File: src/rtl/s100_pkg.sv
// Constants and state encoding shared by S100-side bus blocks.
package s100_pkg;

   localparam int unsigned WIDTH_DEF      = 8;
   localparam int unsigned ADDR_LINES_DEF = 16;
   localparam int unsigned WAIT_CNT_W     = 4;

   typedef enum logic [1:0] {
      IDLE,
      SETUP,
      ACCESS,
      HOLD
   } sram_state_t;

endpackage

File: src/rtl/wb_sram_slave.sv
// Wishbone slave driving an asynchronous SRAM with programmable wait states.
// Optional write protection of an address window: define WB_SRAM_WRITE_PROTECT_EN.
module wb_sram_slave
   import s100_pkg::*;
#(
   parameter int unsigned           WIDTH       = WIDTH_DEF,
   parameter int unsigned           ADDR_LINES  = ADDR_LINES_DEF,
   parameter int unsigned           WAIT_STATES = 2,
   parameter logic [ADDR_LINES-1:0] WP_BASE     = 16'hF000,
   parameter logic [ADDR_LINES-1:0] WP_MASK     = 16'hF000
) (
   input  logic                  i_clk,
   input  logic                  i_rst,
   input  logic                  i_wb_cyc,
   input  logic                  i_wb_stb,
   input  logic                  i_wb_we,
   input  logic [ADDR_LINES-1:0] i_wb_addr,
   input  logic [WIDTH-1:0]      i_wb_data,
   output logic                  o_wb_ack,
   output logic                  o_wb_stall,
   output logic [WIDTH-1:0]      o_wb_data,
   output logic [ADDR_LINES-1:0] o_sram_addr,
   output logic [WIDTH-1:0]      o_sram_dq_out,
   output logic                  o_sram_dq_oe,
   input  logic [WIDTH-1:0]      i_sram_dq_in,
   output logic                  o_sram_ce_n,
   output logic                  o_sram_oe_n,
   output logic                  o_sram_we_n,
   output logic                  o_wp_fault
);

`ifdef WB_SRAM_WRITE_PROTECT_EN
   localparam bit WP_EN = 1'b1;
`else
   localparam bit WP_EN = 1'b0;
`endif

   // Declaration initialisers make power-up state match the reset state.
   sram_state_t           state_q = IDLE;
   sram_state_t           state_d;
   logic [WAIT_CNT_W-1:0] cnt_q   = '0;
   logic [WAIT_CNT_W-1:0] cnt_d;
   logic [ADDR_LINES-1:0] addr_q  = '0;
   logic [ADDR_LINES-1:0] addr_d;
   logic [WIDTH-1:0]      data_q  = '0;
   logic [WIDTH-1:0]      data_d;
   logic [WIDTH-1:0]      rdata_q = '0;
   logic [WIDTH-1:0]      rdata_d;
   logic                  we_q    = 1'b0;
   logic                  we_d;
   logic                  wp_q    = 1'b0;
   logic                  wp_d;
   logic                  abort_q = 1'b0;
   logic                  abort_d;
   logic                  ack_q   = 1'b0;
   logic                  ack_d;
   logic                  fault_q = 1'b0;
   logic                  fault_d;
   logic                  ce_n_q  = 1'b1;
   logic                  ce_n_d;
   logic                  oe_n_q  = 1'b1;
   logic                  oe_n_d;
   logic                  we_n_q  = 1'b1;
   logic                  we_n_d;
   logic                  dq_oe_q = 1'b0;
   logic                  dq_oe_d;

   logic wp_hit;
   logic req_wp;
   logic wr_active;

   assign wp_hit    = ((i_wb_addr & WP_MASK) == WP_BASE);
   assign req_wp    = WP_EN && i_wb_we && wp_hit;
   // A blocked write runs the full cycle but never drives the bus or strobes we_n.
   assign wr_active = we_q && !wp_q;

   always_comb begin
      // NOTE: every _d gets a default before the case so no path infers a latch.
      state_d = state_q;
      cnt_d   = cnt_q;
      addr_d  = addr_q;
      data_d  = data_q;
      rdata_d = rdata_q;
      we_d    = we_q;
      wp_d    = wp_q;
      abort_d = abort_q;
      ack_d   = 1'b0;
      fault_d = 1'b0;
      ce_n_d  = 1'b1;
      oe_n_d  = 1'b1;
      we_n_d  = 1'b1;
      dq_oe_d = 1'b0;

      unique case (state_q)
         IDLE: begin
            if (i_wb_cyc && i_wb_stb) begin
               state_d = SETUP;
               addr_d  = i_wb_addr;
               data_d  = i_wb_data;
               we_d    = i_wb_we;
               wp_d    = req_wp;
               abort_d = 1'b0;
               ce_n_d  = 1'b0;
               oe_n_d  = i_wb_we;
               dq_oe_d = i_wb_we && !req_wp;
            end
         end
         SETUP: begin
            state_d = ACCESS;
            cnt_d   = WAIT_CNT_W'(WAIT_STATES);
            abort_d = abort_q || !i_wb_cyc;
            ce_n_d  = 1'b0;
            oe_n_d  = we_q;
            we_n_d  = !wr_active;
            dq_oe_d = wr_active;
         end
         ACCESS: begin
            abort_d = abort_q || !i_wb_cyc;
            ce_n_d  = 1'b0;
            dq_oe_d = wr_active;
            if (cnt_q == '0) begin
               state_d = HOLD;
               if (!we_q) rdata_d = i_sram_dq_in;
               ack_d   = !abort_q && i_wb_cyc;
               fault_d = wp_q && !abort_q && i_wb_cyc;
            end else begin
               cnt_d  = cnt_q - WAIT_CNT_W'(1);
               oe_n_d = we_q;
               we_n_d = !wr_active;
            end
         end
         HOLD: begin
            state_d = IDLE;
         end
         default: state_d = IDLE;
      endcase
   end

   always_ff @(posedge i_clk) begin
      // NOTE: non-blocking assignments so every flop samples pre-edge values.
      if (i_rst) begin
         state_q <= IDLE;
         cnt_q   <= '0;
         addr_q  <= '0;
         data_q  <= '0;
         rdata_q <= '0;
         we_q    <= 1'b0;
         wp_q    <= 1'b0;
         abort_q <= 1'b0;
         ack_q   <= 1'b0;
         fault_q <= 1'b0;
         ce_n_q  <= 1'b1;
         oe_n_q  <= 1'b1;
         we_n_q  <= 1'b1;
         dq_oe_q <= 1'b0;
      end else begin
         state_q <= state_d;
         cnt_q   <= cnt_d;
         addr_q  <= addr_d;
         data_q  <= data_d;
         rdata_q <= rdata_d;
         we_q    <= we_d;
         wp_q    <= wp_d;
         abort_q <= abort_d;
         ack_q   <= ack_d;
         fault_q <= fault_d;
         ce_n_q  <= ce_n_d;
         oe_n_q  <= oe_n_d;
         we_n_q  <= we_n_d;
         dq_oe_q <= dq_oe_d;
      end
   end

   // Master abandoning the cycle during HOLD must never see an ack.
   assign o_wb_ack      = ack_q && i_wb_cyc;
   assign o_wp_fault    = fault_q && i_wb_cyc;
   assign o_wb_stall    = (state_q != IDLE);
   assign o_wb_data     = rdata_q;
   assign o_sram_addr   = addr_q;
   assign o_sram_dq_out = data_q;
   assign o_sram_dq_oe  = dq_oe_q;
   assign o_sram_ce_n   = ce_n_q;
   assign o_sram_oe_n   = oe_n_q;
   assign o_sram_we_n   = we_n_q;

endmodule

File: config.mk
export PLATFORM = sky130hd
export DESIGN_NAME = wb_sram_slave
export DESIGN_NICKNAME = d
export VERILOG_FILES = /design/src/rtl/s100_pkg.sv /design/src/rtl/wb_sram_slave.sv
export SDC_FILE = /design/constraint.sdc
export NUM_CORES = 1
export LEC_CHECK = 0
export BUFFER_PORTS_ARGS = -buffer_cell sky130_fd_sc_hd__clkbuf_2
export CAP_MARGIN = 25
export CORE_MARGIN = 5
export CORE_UTILIZATION = 47
export DETAILED_ROUTE_END_ITERATION = 10
export HOLD_SLACK_MARGIN = 0.05
export PLACE_DENSITY = 0.86
export RECOVER_POWER = 25
export SETUP_SLACK_MARGIN = 0.2
export SYNTH_ARGS = -nofsm -noshare
export SYNTH_HDL_FRONTEND = slang
export SYNTH_SLANG_ARGS = --single-unit
File: constraint.sdc
create_clock -name i_clk -period 1.6 [get_ports i_clk]
set_input_delay 0.32 -clock i_clk [delete_from_list [all_inputs] [get_ports i_clk]]
set_output_delay 0.32 -clock i_clk [all_outputs]
set_load 0.05 [all_outputs]
## Yosys cells after proc, flatten, opt, wreduce, memory -nomap -nowiden

Index checks and enable logic that the tools add are counted.

- Add/sub/neg operators: 1
- Equality and inequality tests: 6
- Mux-type cells: 16
- Bitwise gates (word level): 3
- Reductions and logical operators: 19

Operators by type and width:

| kind | count |
|---|---|
| $pmux 1 s2 | 4 |
| $pmux 2 s4 | 1 |
| $pmux 4 s2 | 1 |
| $reduce_and 2->1 | 4 |
| $mux 1 | 6 |
| $ne 2x2->1 const B | 3 |
| $reduce_bool 2->1 | 3 |
| $eq 2x2->1 const B | 2 |
| $logic_not 4->1 | 1 |
| $mux 2 | 2 |
| $mux 4 | 1 |
| $sub 4x1->4 const B | 1 |
| $logic_and 1x1->1 | 3 |
| $logic_not 1->1 | 3 |
| $not 1->1 | 3 |
| $pmux 1 s3 | 1 |
| $reduce_and 3->1 | 1 |
| $reduce_or 3->1 | 1 |
| $eq 2x1->1 const B | 1 |
| $logic_not 2->1 | 1 |
| $reduce_or 2->1 | 1 |
| $logic_or 1x1->1 | 1 |

- Register bits after elaboration: 45
- Input bits: 37
- Output and inout bits: 39
- Logic and storage cells: 57

## Logic depth before layout (Yosys ltp)

Gate-level depths: netlist of the first run.

- Depth after elaboration: 4
- Depth in mapped cells: 7
- Mapped depth without buffers: 5

## Worst setup path before layout of the first run

OpenSTA, ideal clock, no wires.

- Path type: register to register
- Start: reg state_q[1]
- End: reg cnt_q[1]
- Library setup time: 0.126 ns
- Arrival time: 1.302 ns
- Required time: 1.474 ns
- Path slack: 0.171 ns
- Stages on the path, launching flop included: 7
- Buffers on the path: 1
- Period minus slack after synthesis: 1.429 ns
- Cell sequence: dfxtp_1 inv_1 ha_1 clkbuf_1 inv_1 nor3_2 a211oi_2

- Longest elaborated chain between the ends: 3
- Elaborated cells on any way between the ends: 6
- Those cells by class: eq/ne: 3; mux: 1; reduce/logical: 2

Ends and longest elaborated chain:

| item | RTL line | source |
|---|---|---|
| start: declaration | wb_sram_slave.sv:39 | `sram_state_t state_q = IDLE;` |
| start signal: assignment | wb_sram_slave.sv:157 | `state_q <= state_d;` |
| $eq 2x2->1 or $eq 2x1->1 (tied branches) | wb_sram_slave.sv:94 | `unique case (state_q)` |
| $ne 2x2->1 (no source line) or $reduce_bool 2->1 (tied branches) | -- |  |
| $reduce_and 2->1 (no source line) | -- |  |
| end signal: assignment | wb_sram_slave.sv:158 | `cnt_q <= cnt_d;` |
| end: declaration | wb_sram_slave.sv:41 | `logic [WAIT_CNT_W-1:0] cnt_q = '0;` |

Parallel ways exist; a longest one is shown, timed or not.
A chain may end at the register's enable or synchronous reset.

## Final worst setup path of the first run

- Start: reg state_q[0]
- End: out o_wb_stall

- Longest elaborated chain between the ends: 1

Ends and longest elaborated chain:

| item | RTL line | source |
|---|---|---|
| $reduce_bool 2->1 | wb_sram_slave.sv:177 | `assign o_wb_stall = (state_q != IDLE);` |
| end: declaration | wb_sram_slave.sv:20 | `output logic o_wb_stall,` |

No other way between the ends.

==> metrics.log, run 1 <==
INFO  metric run_status = finished, final reports clean
INFO  metric synth_enable_flop_cells = 0
INFO  metric worst-r2r-cell-count = 6
INFO  metric nets = around 350
INFO  metric cp_slowest_cell = sky130_fd_sc_hd__dfxtp_1
INFO  metric antenna_cells = 0
INFO  metric setup_viol = 0
INFO  metric max_clock_freq = slightly below 700 MHz
INFO  metric min-delay-path-class = in2reg
INFO  metric yosys_warnings = 0
INFO  metric timing.setup.critical_path_class = reg2out
INFO  metric reg2reg_from = state_q[0]
INFO  metric layout_commonest_cell = sky130_fd_sc_hd__nand2_1
INFO  metric synth_area_leaders = sky130_fd_sc_hd__dfxtp_1 (48%), sky130_fd_sc_hd__nand2_1 (11%), sky130_fd_sc_hd__a21oi_1 (9.9%)
INFO  metric worst_hold_path.num_cells = 3
INFO  metric slew_violations = 0
INFO  metric period_share = 90.8%
INFO  metric ys_seq_elements = 45
INFO  metric grt_first_pass_wirelength = about 7.6 mm
INFO  metric synthDominantAreaCellType = sky130_fd_sc_hd__dfxtp_1
INFO  metric yosys_most_used_dff = sky130_fd_sc_hd__dfxtp_1
INFO  metric port_buffers = 74
INFO  metric synth.cell_area = roughly 1900 um2
INFO  metric finalClockSkew = about 7.4 ps
INFO  metric die_w = roughly 73 um
INFO  metric setup.worst_path.end_class = primary output
INFO  metric floorplan.initialDensity = approximately 48%
INFO  metric detailed_place_hpwl = ~3.4 mm
INFO  metric setup.worst_path.end = o_wb_stall
INFO  metric fraction_of_registers_with_async_set_or_reset_after_synthesis = 0%
INFO  metric cts_htree_levels = 2
INFO  metric cap_violations = 0
INFO  metric syn_avg_cell_area = 8.52 um2
INFO  metric finalCriticalPeriod = roughly 1500 ps
INFO  metric delay_heaviest_family_cp = flip-flops
INFO  metric netlist.area_leader.share = approximately 48%
INFO  metric synth_fp_nets = ~260
INFO  metric post-route-worst-setup-slack = between 100 and 150 ps
INFO  metric grt_start_max_net_pins = 26
INFO  metric critical_path.max_stage_delay = 390 ps
INFO  metric tightestPinTransition = ~620 ps
INFO  metric antenna_found_initial = 0
INFO  metric post_cts_hold_buffer_count = 0
INFO  metric ys_seq_area_share = 48.1%
INFO  metric drt_first_iter_violations = 106
INFO  metric grt_overflow = 0
INFO  metric routed_wire_length_per_instance = 14.0 um
INFO  metric antenna_left = 0
INFO  metric synth_cells = 220
INFO  metric leakage = ~1.1 nW
INFO  metric tritoncts_num_sinks = 45
INFO  metric cts-buffers-inserted = 5
INFO  metric floorplan.die.height = 73.2 um
INFO  metric design.die.area = between 5000 and 6000 um2
INFO  metric placement.setup.worst_slack = 60.6 ps
INFO  metric via_count = approximately 1800
INFO  metric cts.clk_slew.worst_paths = roughly 80 ps
INFO  metric finalWeightedCongestion = between 0.8 and 0.9
INFO  metric slew_headroom = approximately three fifths
INFO  metric clkLatencyLatePin = around 300 ps
INFO  metric post_synth_xor_area_fraction = 0%
INFO  metric cp.depth = 4
INFO  metric groute.usage.overall = 18.1%
INFO  metric worstSetupStartpoint = state_q[0]
INFO  metric tritoncts = yes
INFO  metric core_area = between 3000 and 4000 um2
INFO  metric avgViaCountPerCell = between 5 and 6
INFO  metric ir_drop = ~0.0016 V
INFO  metric wirelength = around 5 mm
INFO  metric post_synth_num_cell_types = 39
INFO  metric synth-compound-area-share = between 15 and 20%
INFO  metric post_route_cells_drive_above_1_share = between 30 and 40%
INFO  metric ctsRootBufferMaster = sky130_fd_sc_hd__clkbuf_8
INFO  metric fin_tns_setup = 0 ps
INFO  metric drt_pass1_iterations = 4
INFO  metric via_count_of_the_first_global_routing_pass = around 1800
INFO  metric worstPathCellList = inv_4 > ha_4 > inv_2 > buf_8
INFO  metric mostFrequentLayoutCells = sky130_fd_sc_hd__nand2_1 (55), sky130_fd_sc_hd__clkbuf_2 (54), sky130_fd_sc_hd__dfxtp_1 (42), sky130_fd_sc_hd__a21oi_1 (36), sky130_fd_sc_hd__clkbuf_1 (20)
INFO  metric ctsLongestPathBuffers = 2
INFO  metric synth.area.mux_share = less than 1%
INFO  metric detail_route.drc_violations = 0
INFO  metric combinational_family_with_the_most_area_after_synthesis = simple AND/OR/NAND/NOR gates
INFO  metric powerDensity = ~1900 nW/um2
INFO  metric std_cell_rows = 23
INFO  metric reg2reg_slack = roughly 160 ps
INFO  metric critPathRequiredTime = 1280 ps
INFO  metric critical_path.n_buffers_inverters = 3
INFO  metric grt_setup_unrepaired = true
INFO  metric regToRegEndpoint = state_q[0]
INFO  metric timing.final.hold_violations = 0
INFO  metric cp_data_arrival_time = about 1100 ps
INFO  metric ioPinCount = 76
INFO  metric growth_of_design_area_from_synthesis_to_finish = 35.6%
INFO  metric synth_simple_gate_area_share = approximately 21%
INFO  metric critical_path_peak_fanout = 4
INFO  metric synth_fa_ha_area_share = between 4 and 5%
INFO  metric cp-start-kind = register
## synth_stat cells (2+ instances only)
cell type                   n
sky130_fd_sc_hd__buf_4      6
sky130_fd_sc_hd__nor2_1     4
sky130_fd_sc_hd__inv_1      8
sky130_fd_sc_hd__nand3_1    9
sky130_fd_sc_hd__nand2_1   55
sky130_fd_sc_hd__nor3b_1    2
sky130_fd_sc_hd__a21oi_1   37
sky130_fd_sc_hd__dfxtp_1   45
sky130_fd_sc_hd__nor3_1     2
sky130_fd_sc_hd__clkbuf_8   2
sky130_fd_sc_hd__o21ai_1    9
sky130_fd_sc_hd__buf_2      4
sky130_fd_sc_hd__buf_6      3
sky130_fd_sc_hd__o21ai_0    3
sky130_fd_sc_hd__ha_1       7
## timing repair
item,in CTS,in global routing
gates cloned,1,0
resized for setup,25,10
endpoints found under the setup margin,18,14
pin swaps,5,5
buffers inserted,6,2
## layer usage
metal / global-route usage [%] / up-vias / part of all wire (%)
li1: - / 903 / -
met1: 19.7 / 839 / 38
met2: 31.2 / 66 / 54
met3: 5.79 / 10 / 6.5
met4: 9.02 / 0 / 1.7
met5: 0 / - / 0
## stage by stage
stage	instances	hold WS, ps	instance area (um2)	total power (W)	utilization, %
final	352	239	2540	0.00473	64.5
after global routing	352	239	2540	0.00499	64.5
after CTS	350	231	2500	0.00456	63.4
after detailed placement	335	431	2250	0.00333	57.2
after global placement	335	422	2250	0.00329	57.2
after floorplan	220	400	1880	0.00291	-
## layout make-up
class | count | area [um2]
well taps | 50 | 62.6
fillers | 345 | 1400
clock buffers | 7 | 86.3
inverters | 8 | 32.5
clock inverters | 1 | 30.0
flip-flops and latches | 45 | 905
repair buffers | 89 | 498
multi-input cells | 152 | 927
## worst register-to-register path: cells and delay by family (launching register included)
kind	cells	cell delay [ps]
DFF	1	390
buffers and inverters	2	220
AOI/OAI and AO/OA	3	570
adders and majority gates	1	170
## flip-flops by register name, indices dropped and copies added (netlist names)
signal	flops
o_sram_we_n	1
o_sram_ce_n	1
ack_q	1
o_sram_dq_oe	1
o_sram_oe_n	1
state_q	2
we_q	1
o_wb_data	8
cnt_q	4
o_sram_addr	16
o_sram_dq_out	8
abort_q	1
## how the worst min path moves through the flow
stage | start | to
after global placement | abort_q | ack_q
after detailed placement | abort_q | ack_q
after CTS | i_wb_addr[14] | o_sram_addr[14]
after floorplan | abort_q | ack_q
after global routing | i_wb_addr[14] | o_sram_addr[14]
final | i_wb_addr[15] | o_sram_addr[15]
## where the power goes
part	total, W	switching, W	internal (W)
Sequential	0.00143	0.000111	0.00132
Clock	0.000872	0.000363	0.000509
Combinational	0.00242	0.00154	0.000878
Total	0.00473	0.00202	0.00271
## logic make-up (layout without fill, tap and decap cells)
logic type,count (synthesis),after routing
simple gates,84,85
other cells,1,1
mux,1,1
buf+inv,24,105
compound gates,58,58
flops,45,45
fa+ha+maj,7,7
Power figures use the tool's default switching activity.
==> run 2, diff against run 1 <==
- ABC_AREA: not set -> 1
- CORE_UTILIZATION: 47 -> 48
- HOLD_SLACK_MARGIN: 0.05 -> 0.15
- PLACE_DENSITY: 0.86 -> 0.87
==> metrics.log, run 2 <==
INFO  metric port_buffers = 74 (unchanged)
INFO  metric yosys_most_used_dff = sky130_fd_sc_hd__dfxtp_1
INFO  metric synth_cells = 236 (+7.3%)
INFO  metric post_cts_hold_buffer_count = 0 (unchanged)
INFO  metric grt_overflow = 0 (unchanged)
INFO  metric finalCriticalPeriod = 1500 ps (+50.1 ps)
INFO  metric powerDensity = 1840 nW/um2 (-1.0%)
INFO  metric ir_drop = 0.00100 V (-36%)
INFO  metric ioPinCount = 76 (unchanged)
INFO  metric reg2reg_slack = 230 ps (+70 ps)
INFO  metric floorplan.initialDensity = 49.1% (+1.6 points)
INFO  metric antenna_found_initial = 0 (unchanged)
INFO  metric cts-buffers-inserted = 5 (unchanged)
INFO  metric post_synth_most_frequent_cells = sky130_fd_sc_hd__nor2_1 (49), sky130_fd_sc_hd__dfxtp_1 (45), sky130_fd_sc_hd__o21ai_0 (34)
INFO  metric grt_first_pass_wirelength = 7.89 mm (+4.4%)
INFO  metric tightestPinTransition = 602 ps (-22.0 ps)
INFO  metric largest_register_ffs = 16 (unchanged)
INFO  metric nets = 363 (+5.2%)
INFO  metric std_cell_rows = 23 (unchanged)
INFO  metric grt_setup_unrepaired = true
INFO  metric cell_internal_pwr = 0.00244 W (-10%)
INFO  metric cap_violations = 0 (unchanged)
INFO  metric post_synth_num_cell_types = 27 (-31%)
INFO  metric timing.final.hold_violations = 0 (unchanged)
INFO  metric core_area = 3970 um2 (+0.73%)
INFO  metric cts.clk_slew.worst_paths = 80 ps (about the same)
INFO  metric run_status = finished, final reports clean
INFO  metric slew_violations = 0 (unchanged)
INFO  metric pwr-share-comb = 52.8% (+1.6 points)
INFO  metric wirelength = 4.92 mm (-0.28%)
INFO  metric pwr-share-seq = 33.1% (+2.8 points)
INFO  metric critPathRequiredTime = 1280 ps (about the same)
INFO  metric detail_route.drc_violations = 0 (unchanged)
INFO  metric cp-start-kind = register
INFO  metric detailed_place_hpwl = 3.41 mm (+1.6%)
INFO  metric timing.setup.critical_path_class = reg2out
INFO  metric tritoncts = yes
INFO  metric syn_avg_cell_area = 8.27 um2 (-3.0%)
INFO  metric floorplan.die.height = 73.7 um (+0.81%)
INFO  metric synth_area_leaders = sky130_fd_sc_hd__dfxtp_1 (46%), sky130_fd_sc_hd__nor2_1 (9.4%), sky130_fd_sc_hd__o21ai_0 (8.7%)
INFO  metric finalClockSkew = 1.79 ps (-5.63 ps)
INFO  metric post-synth-top-count-cell = sky130_fd_sc_hd__nor2_1
INFO  metric ys_seq_area_share = 46.2% (-1.9 points)
INFO  metric hp-start = i_wb_addr[11]
INFO  metric synth_fp_nets = 280 (+6.1%)
INFO  metric regToRegEndpoint = state_q[0]
INFO  metric synth.cell_area = 1950 um2 (+4.1%)
INFO  metric cp_data_arrival_time = 1180 ps (+50 ps)
INFO  metric fin_tns_setup = 0 ps (unchanged)
INFO  metric worst_hold_path.num_cells = 3 (unchanged)
INFO  metric tritoncts_num_sinks = 45 (unchanged)
INFO  metric antenna_cells = 0 (unchanged)
INFO  metric post_route_cells_drive_above_1_share = 39.3% (+4.9 points)
INFO  metric reg2reg_from = state_q[1]
INFO  metric fraction_of_registers_with_async_set_or_reset_after_synthesis = 0% (unchanged)
INFO  metric die_w = 73.7 um (+0.81%)
INFO  metric drt_pass1_iterations = 4 (unchanged)
INFO  metric p_switching = 0.00220 W (+9.0%)
INFO  metric fin_worst_hold_slack = 245 ps (+5.95 ps)
INFO  metric synth_enable_flop_cells = 0 (unchanged)
INFO  metric clkLatencyLatePin = 300 ps (about the same)
INFO  metric leakage = 1.22 nW (+15%)
INFO  metric slew_headroom = 60.1% (+1.5 points)
INFO  metric ctsRootBufferMaster = sky130_fd_sc_hd__clkbuf_8
INFO  metric setup_viol = 0 (unchanged)
INFO  metric clkPwrFrac = 14.0% (-4.5 points)
INFO  metric min-delay-path-class = in2reg
INFO  metric via_count_of_the_first_global_routing_pass = 1752 (-1.5%)
INFO  metric design.die.area = 5440 um2 (+1.6%)
INFO  metric via_count = 1843 (+1.4%)
INFO  metric sw_frac_of_total = 47.5% (+4.8 points)
INFO  metric grt_start_max_net_pins = 37 (+42%)
INFO  metric routed_wire_length_per_instance = 13.4 um (-4.6%)
INFO  metric worst-r2r-cell-count = 7 (+1)
INFO  metric growth_of_design_area_from_synthesis_to_finish = 29.1%
INFO  metric ctsLongestPathBuffers = 2 (unchanged)
INFO  metric layout_commonest_cell = sky130_fd_sc_hd__clkbuf_2
INFO  metric ys_seq_elements = 45 (unchanged)
INFO  metric finalWeightedCongestion = 0.749 (-11%)
INFO  metric mostFrequentLayoutCells = sky130_fd_sc_hd__clkbuf_2 (60), sky130_fd_sc_hd__nor2_1 (49), sky130_fd_sc_hd__dfxtp_1 (44), sky130_fd_sc_hd__o21ai_0 (34), sky130_fd_sc_hd__nand2_1 (22)
INFO  metric cts_htree_levels = 2 (unchanged)
INFO  metric netlist.area_leader.share = 46.2% (-1.9 points)
INFO  metric avgViaCountPerCell = 5.01 (-3.0%)
INFO  metric antenna_left = 0 (unchanged)
INFO  metric critical_path_peak_fanout = 3 (-1)
INFO  metric synthDominantAreaCellType = sky130_fd_sc_hd__dfxtp_1
INFO  metric period_share = 93.9% (+3.1 points)
INFO  metric drt_first_iter_violations = 74 (-30%)
INFO  metric hold-path-endpoint = o_sram_addr[11]
INFO  metric groute.usage.overall = 18.8% (+0.72 points)
INFO  metric setup.worst_path.end_class = primary output
INFO  metric max_clock_freq = 666 MHz (-3.3%)
INFO  metric yosys_warnings = 0 (unchanged)
==> run 2: cell count changes after synthesis, sizes merged, moves of 2 or more <==
cell / delta
nor2: +68
nand2: -32
a21oi: -31
o21ai: +24
inv: +7
nand3: -5
nor3: +5
nor3b: -3
buf: -2
nand4: +2
==> run 2: worst max path at each step <==
| stage | from | endpoint | slack (ps) |
|---|---|---|---|
| after floorplan | state_q[0] | o_sram_addr[0] | 250 |
| after global placement | state_q[0] | o_sram_addr[4] | 220 |
| after detailed placement | state_q[0] | o_sram_addr[8] | 100 |
| after CTS | state_q[0] | o_wb_stall | 160 |
| after global routing | state_q[0] | o_wb_stall | 80 |
| final | state_q[0] | o_wb_stall | 100 |
==> run 2: logic make-up after synthesis <==
| logic type | share of synthesized area (%) |
|---|---|
| adder cells (fa/ha/maj) | 4.49 |
| flip-flops | 46.2 |
| other | 0.192 |
| AO/OA/AOI/OAI | 11.5 |
| AND/OR/NAND/NOR | 29.3 |
| buffers and inverters | 8.27 |
==> run 2: per-stage QoR <==
| stage | worst slack, ps | util (%) | power (W) | instances | instance area, um2 |
|---|---|---|---|---|---|
| floorplan | 251 | - | 0.00320 | 236 | 1950 |
| global placement | 217 | 58.9 | 0.00364 | 353 | 2340 |
| detailed placement | 96.3 | 58.9 | 0.00369 | 353 | 2340 |
| CTS | 161 | 63.1 | 0.00459 | 365 | 2500 |
| global route | 76.6 | 63.4 | 0.00492 | 368 | 2520 |
| finish | 97.8 | 63.4 | 0.00464 | 368 | 2520 |
==> run 2: area by class of cell <==
class                           count  area [um2]
Clock inverter                      1        5.00
Tap cell                           50        62.6
Clock buffer                        5        68.8
Inverter                           15        66.3
Multi-Input combinational cell    163         911
Fill cell                         329        1450
Timing Repair Buffer               89         503
Sequential cell                    45         902
==> run 2: power groups by stage <==
| stage | clock, W | combinational [W] | sequential (W) |
|---|---|---|---|
| final | 0.000651 | 0.00245 | 0.00154 |
| after CTS | 0.000657 | 0.00240 | 0.00154 |
| after detailed placement | 0 | 0.00214 | 0.00155 |
| after global placement | 0 | 0.00210 | 0.00154 |
| after global routing | 0.000711 | 0.00264 | 0.00157 |
| after floorplan | 0 | 0.000940 | 0.00226 |
==> run 2: per-layer routing <==
metal  track usage, %  routed length (um)  vias to the layer above
met4             7.24                 102                        0
met3             5.88                 405                       12
met1             23.2                2030                      835
met2             30.3                2380                       79
li1                 -                   -                      917
met5                0                   0                        -
==> run 2: repair_timing <==
action / in CTS / in global routing
gates resized for setup: 11 / 5
buffers inserted: 6 / 3
setup endpoints to repair: 31 / 15
pin swaps: 2 / 4
==> run 2: critical path, cell delays in order, from the launching register on <==
cell and delay [ps]:
sky130_fd_sc_hd__dfxtp_1 410, sky130_fd_sc_hd__inv_4 70, sky130_fd_sc_hd__ha_4 180, sky130_fd_sc_hd__inv_6 70
sky130_fd_sc_hd__clkbuf_16 160
==> run 3, diff against run 2 <==
- BUFFER_PORTS_ARGS: -buffer_cell sky130_fd_sc_hd__clkbuf_2 -> -buffer_cell sky130_fd_sc_hd__buf_2
- CELL_PAD_IN_SITES_DETAIL_PLACEMENT: not set -> 0
- CELL_PAD_IN_SITES_GLOBAL_PLACEMENT: not set -> 2
- CORE_UTILIZATION: 48 -> 26
- PLACE_DENSITY: 0.87 -> 0.85
==> metrics.log, run 3 (same netlist as run 2, synthesis figures left out) <==
INFO  metric run_status = finished, final reports clean
INFO  metric fin_area = 2660 um2 (+5.6%)
INFO  metric post_cts_hold_buffer_count = 0 (unchanged)
INFO  metric cp_slowest_cell = sky130_fd_sc_hd__clkbuf_1
INFO  metric fin_tns_setup = 0 ps (unchanged)
INFO  metric slew_headroom = 59.8% (-0.22 points)
INFO  metric floorplan.initialDensity = 26.8% (-22 points)
INFO  metric via_count_of_the_first_global_routing_pass = 1744 (-0.46%)
INFO  metric ctsRootBufferMaster = sky130_fd_sc_hd__clkbuf_8
INFO  metric tritoncts = yes
INFO  metric post_route_cells_drive_above_1_share = 39.6% (+0.26 points)
INFO  metric via_count = 1733 (-6.0%)
INFO  metric placement.setup.worst_slack = 173 ps (+76.8 ps)
INFO  metric clkLatencyLatePin = 300 ps (about the same)
INFO  metric finalCriticalPeriod = 1440 ps (-65.1 ps)
INFO  metric cp-start-kind = register
INFO  metric slew_violations = 0 (unchanged)
INFO  metric ioPinCount = 76 (unchanged)
INFO  metric report.power.total = 0.00491 W (+5.9%)
INFO  metric antenna_left = 0 (unchanged)
INFO  metric timing.setup.critical_path_class = reg2out
INFO  metric tritoncts_num_sinks = 45 (unchanged)
INFO  metric ctsLongestPathBuffers = 2 (unchanged)
INFO  metric critical_path.max_stage_delay = 480 ps (+70 ps)
INFO  metric layout_commonest_cell = sky130_fd_sc_hd__buf_2
INFO  metric design.die.area = 9330 um2 (+72%)
INFO  metric drt_pass1_iterations = 4 (unchanged)
INFO  metric worstPathCellList = clkbuf_1
INFO  metric antenna_found_initial = 0 (unchanged)
INFO  metric cap_violations = 0 (unchanged)
INFO  metric routed_wire_length_per_instance = 12.5 um (-6.8%)
INFO  metric std_cell_rows = 31 (+35%)
INFO  metric port_buffers = 74 (unchanged)
INFO  metric reg2reg_slack = 250 ps (+20 ps)
INFO  metric delay_heaviest_family_cp = buffers and inverters
INFO  metric grt_setup_unrepaired = true
INFO  metric grt_start_max_net_pins = 29 (-22%)
INFO  metric post-route-worst-setup-slack = 163 ps (+65.1 ps)
INFO  metric setup.worst_path.end_class = primary output
INFO  metric mostFrequentLayoutCells = sky130_fd_sc_hd__buf_2 (61), sky130_fd_sc_hd__nor2_1 (49), sky130_fd_sc_hd__dfxtp_1 (44), sky130_fd_sc_hd__o21ai_0 (34), sky130_fd_sc_hd__nand2_1 (22)
INFO  metric groute.usage.overall = 11.1% (-7.7 points)
INFO  metric critical_path.n_buffers_inverters = 1 (-2)
INFO  metric critPathRequiredTime = 1280 ps (about the same)
INFO  metric wirelength = 5.23 mm (+6.3%)
INFO  metric powerDensity = 1850 nW/um2 (+0.30%)
INFO  metric grt_first_pass_wirelength = 8.59 mm (+8.8%)
INFO  metric cts_htree_levels = 2 (unchanged)
INFO  metric nets = 364 (+0.28%)
INFO  metric cts.clk_slew.worst_paths = 90 ps (about the same)
INFO  metric cp_data_arrival_time = 1120 ps (-60 ps)
INFO  metric placement.cell_area = 2410 um2 (+3.2%)
INFO  metric ir_drop = 0.000638 V (-36%)
INFO  metric critical_path_peak_fanout = 2 (-1)
INFO  metric die_w = 96.6 um (+31%)
INFO  metric setup_viol = 0 (unchanged)
INFO  metric finalWeightedCongestion = 0.750 (+0.11%)
INFO  metric max_clock_freq = 696 MHz (+4.5%)
INFO  metric floorplan.die.height = 96.6 um (+31%)
INFO  metric min-delay-path-class = in2reg
INFO  metric finalClockSkew = 11.4 ps (+9.61 ps)
INFO  metric antenna_cells = 0 (unchanged)
INFO  metric avgViaCountPerCell = 4.13 (-18%)
INFO  metric detailed_place_hpwl = 3.75 mm (+9.9%)
INFO  metric detail_route.drc_violations = 0 (unchanged)
INFO  metric core_area = 7290 um2 (+84%)
INFO  metric largest_register_ffs = 16 (unchanged)
INFO  metric cts-buffers-inserted = 5 (unchanged)
INFO  metric timing.final.hold_violations = 0 (unchanged)
INFO  metric tightestPinTransition = 605 ps (+3.37 ps)
INFO  metric leakage = 1.26 nW (+3.7%)
INFO  metric period_share = 89.8% (-4.1 points)
INFO  metric growth_of_design_area_from_synthesis_to_finish = 36.3%
INFO  metric num-fill-cells = 810 (+150%)
INFO  metric grt_overflow = 0 (unchanged)
INFO  metric drt_first_iter_violations = 56 (-24%)
[run 3: cell types whose count changed in the layout (fill, tap and decap cells not counted), sizes merged]
cell and delta:
bufinv +1, clkbuf -61, buf +63
[run 3: where the power goes]
group          switching, W  leakage (nW)  internal (W)
clock network      0.000399        0.0554      0.000469
logic               0.00170         0.839      0.000817
registers          0.000136         0.369       0.00139
[run 3: metal layers]
layer,vias up,wire [um],global-route usage (%)
li1,916,-,-
met3,4,338,3.88
met2,54,2420,17.9
met1,759,2430,14.0
met4,0,37,3.24
met5,-,0,0
[run 3: area by class of cell]
| type | count | area, um2 | share of cell area, % |
|---|---|---|---|
| clock buffer | 6 | 72.6 | 2.73 |
| clock inverter | 2 | 38.8 | 1.46 |
| inverter | 15 | 68.8 | 2.59 |
| multi-input combinational | 163 | 921 | 34.6 |
| sequential | 45 | 902 | 33.9 |
| tap | 99 | 124 | 4.66 |
| timing repair buffer | 90 | 532 | 20.0 |
[run 3: worst paths after layout]
check | endpoint | depth (start not counted) | startpoint
worst max-delay path | o_sram_dq_out[3] | 1 | o_sram_dq_out[3]
worst min-delay path | o_sram_dq_out[4] | 3 | i_wb_data[4]
worst max register to register | o_sram_addr[10] | 9 | state_q[1]
worst min register to register | ack_q | 1 | abort_q
[run 3: what timing repair did]
| item | 4_1_cts | 5_1_grt |
|---|---|---|
| resized for setup | 10 | 8 |
| pin swaps | 1 | 4 |
| endpoints found under the setup margin | 23 | 31 |
| setup buffers | 6 | 4 |
[run 3: per-stage QoR]
stage	utilization, %	hold WS [ps]	cells
detailed placement	33.1	445	402
finish	36.5	240	420
CTS	35.8	235	416
global placement	33.1	443	402
global route	36.5	241	420
floorplan	-	430	236
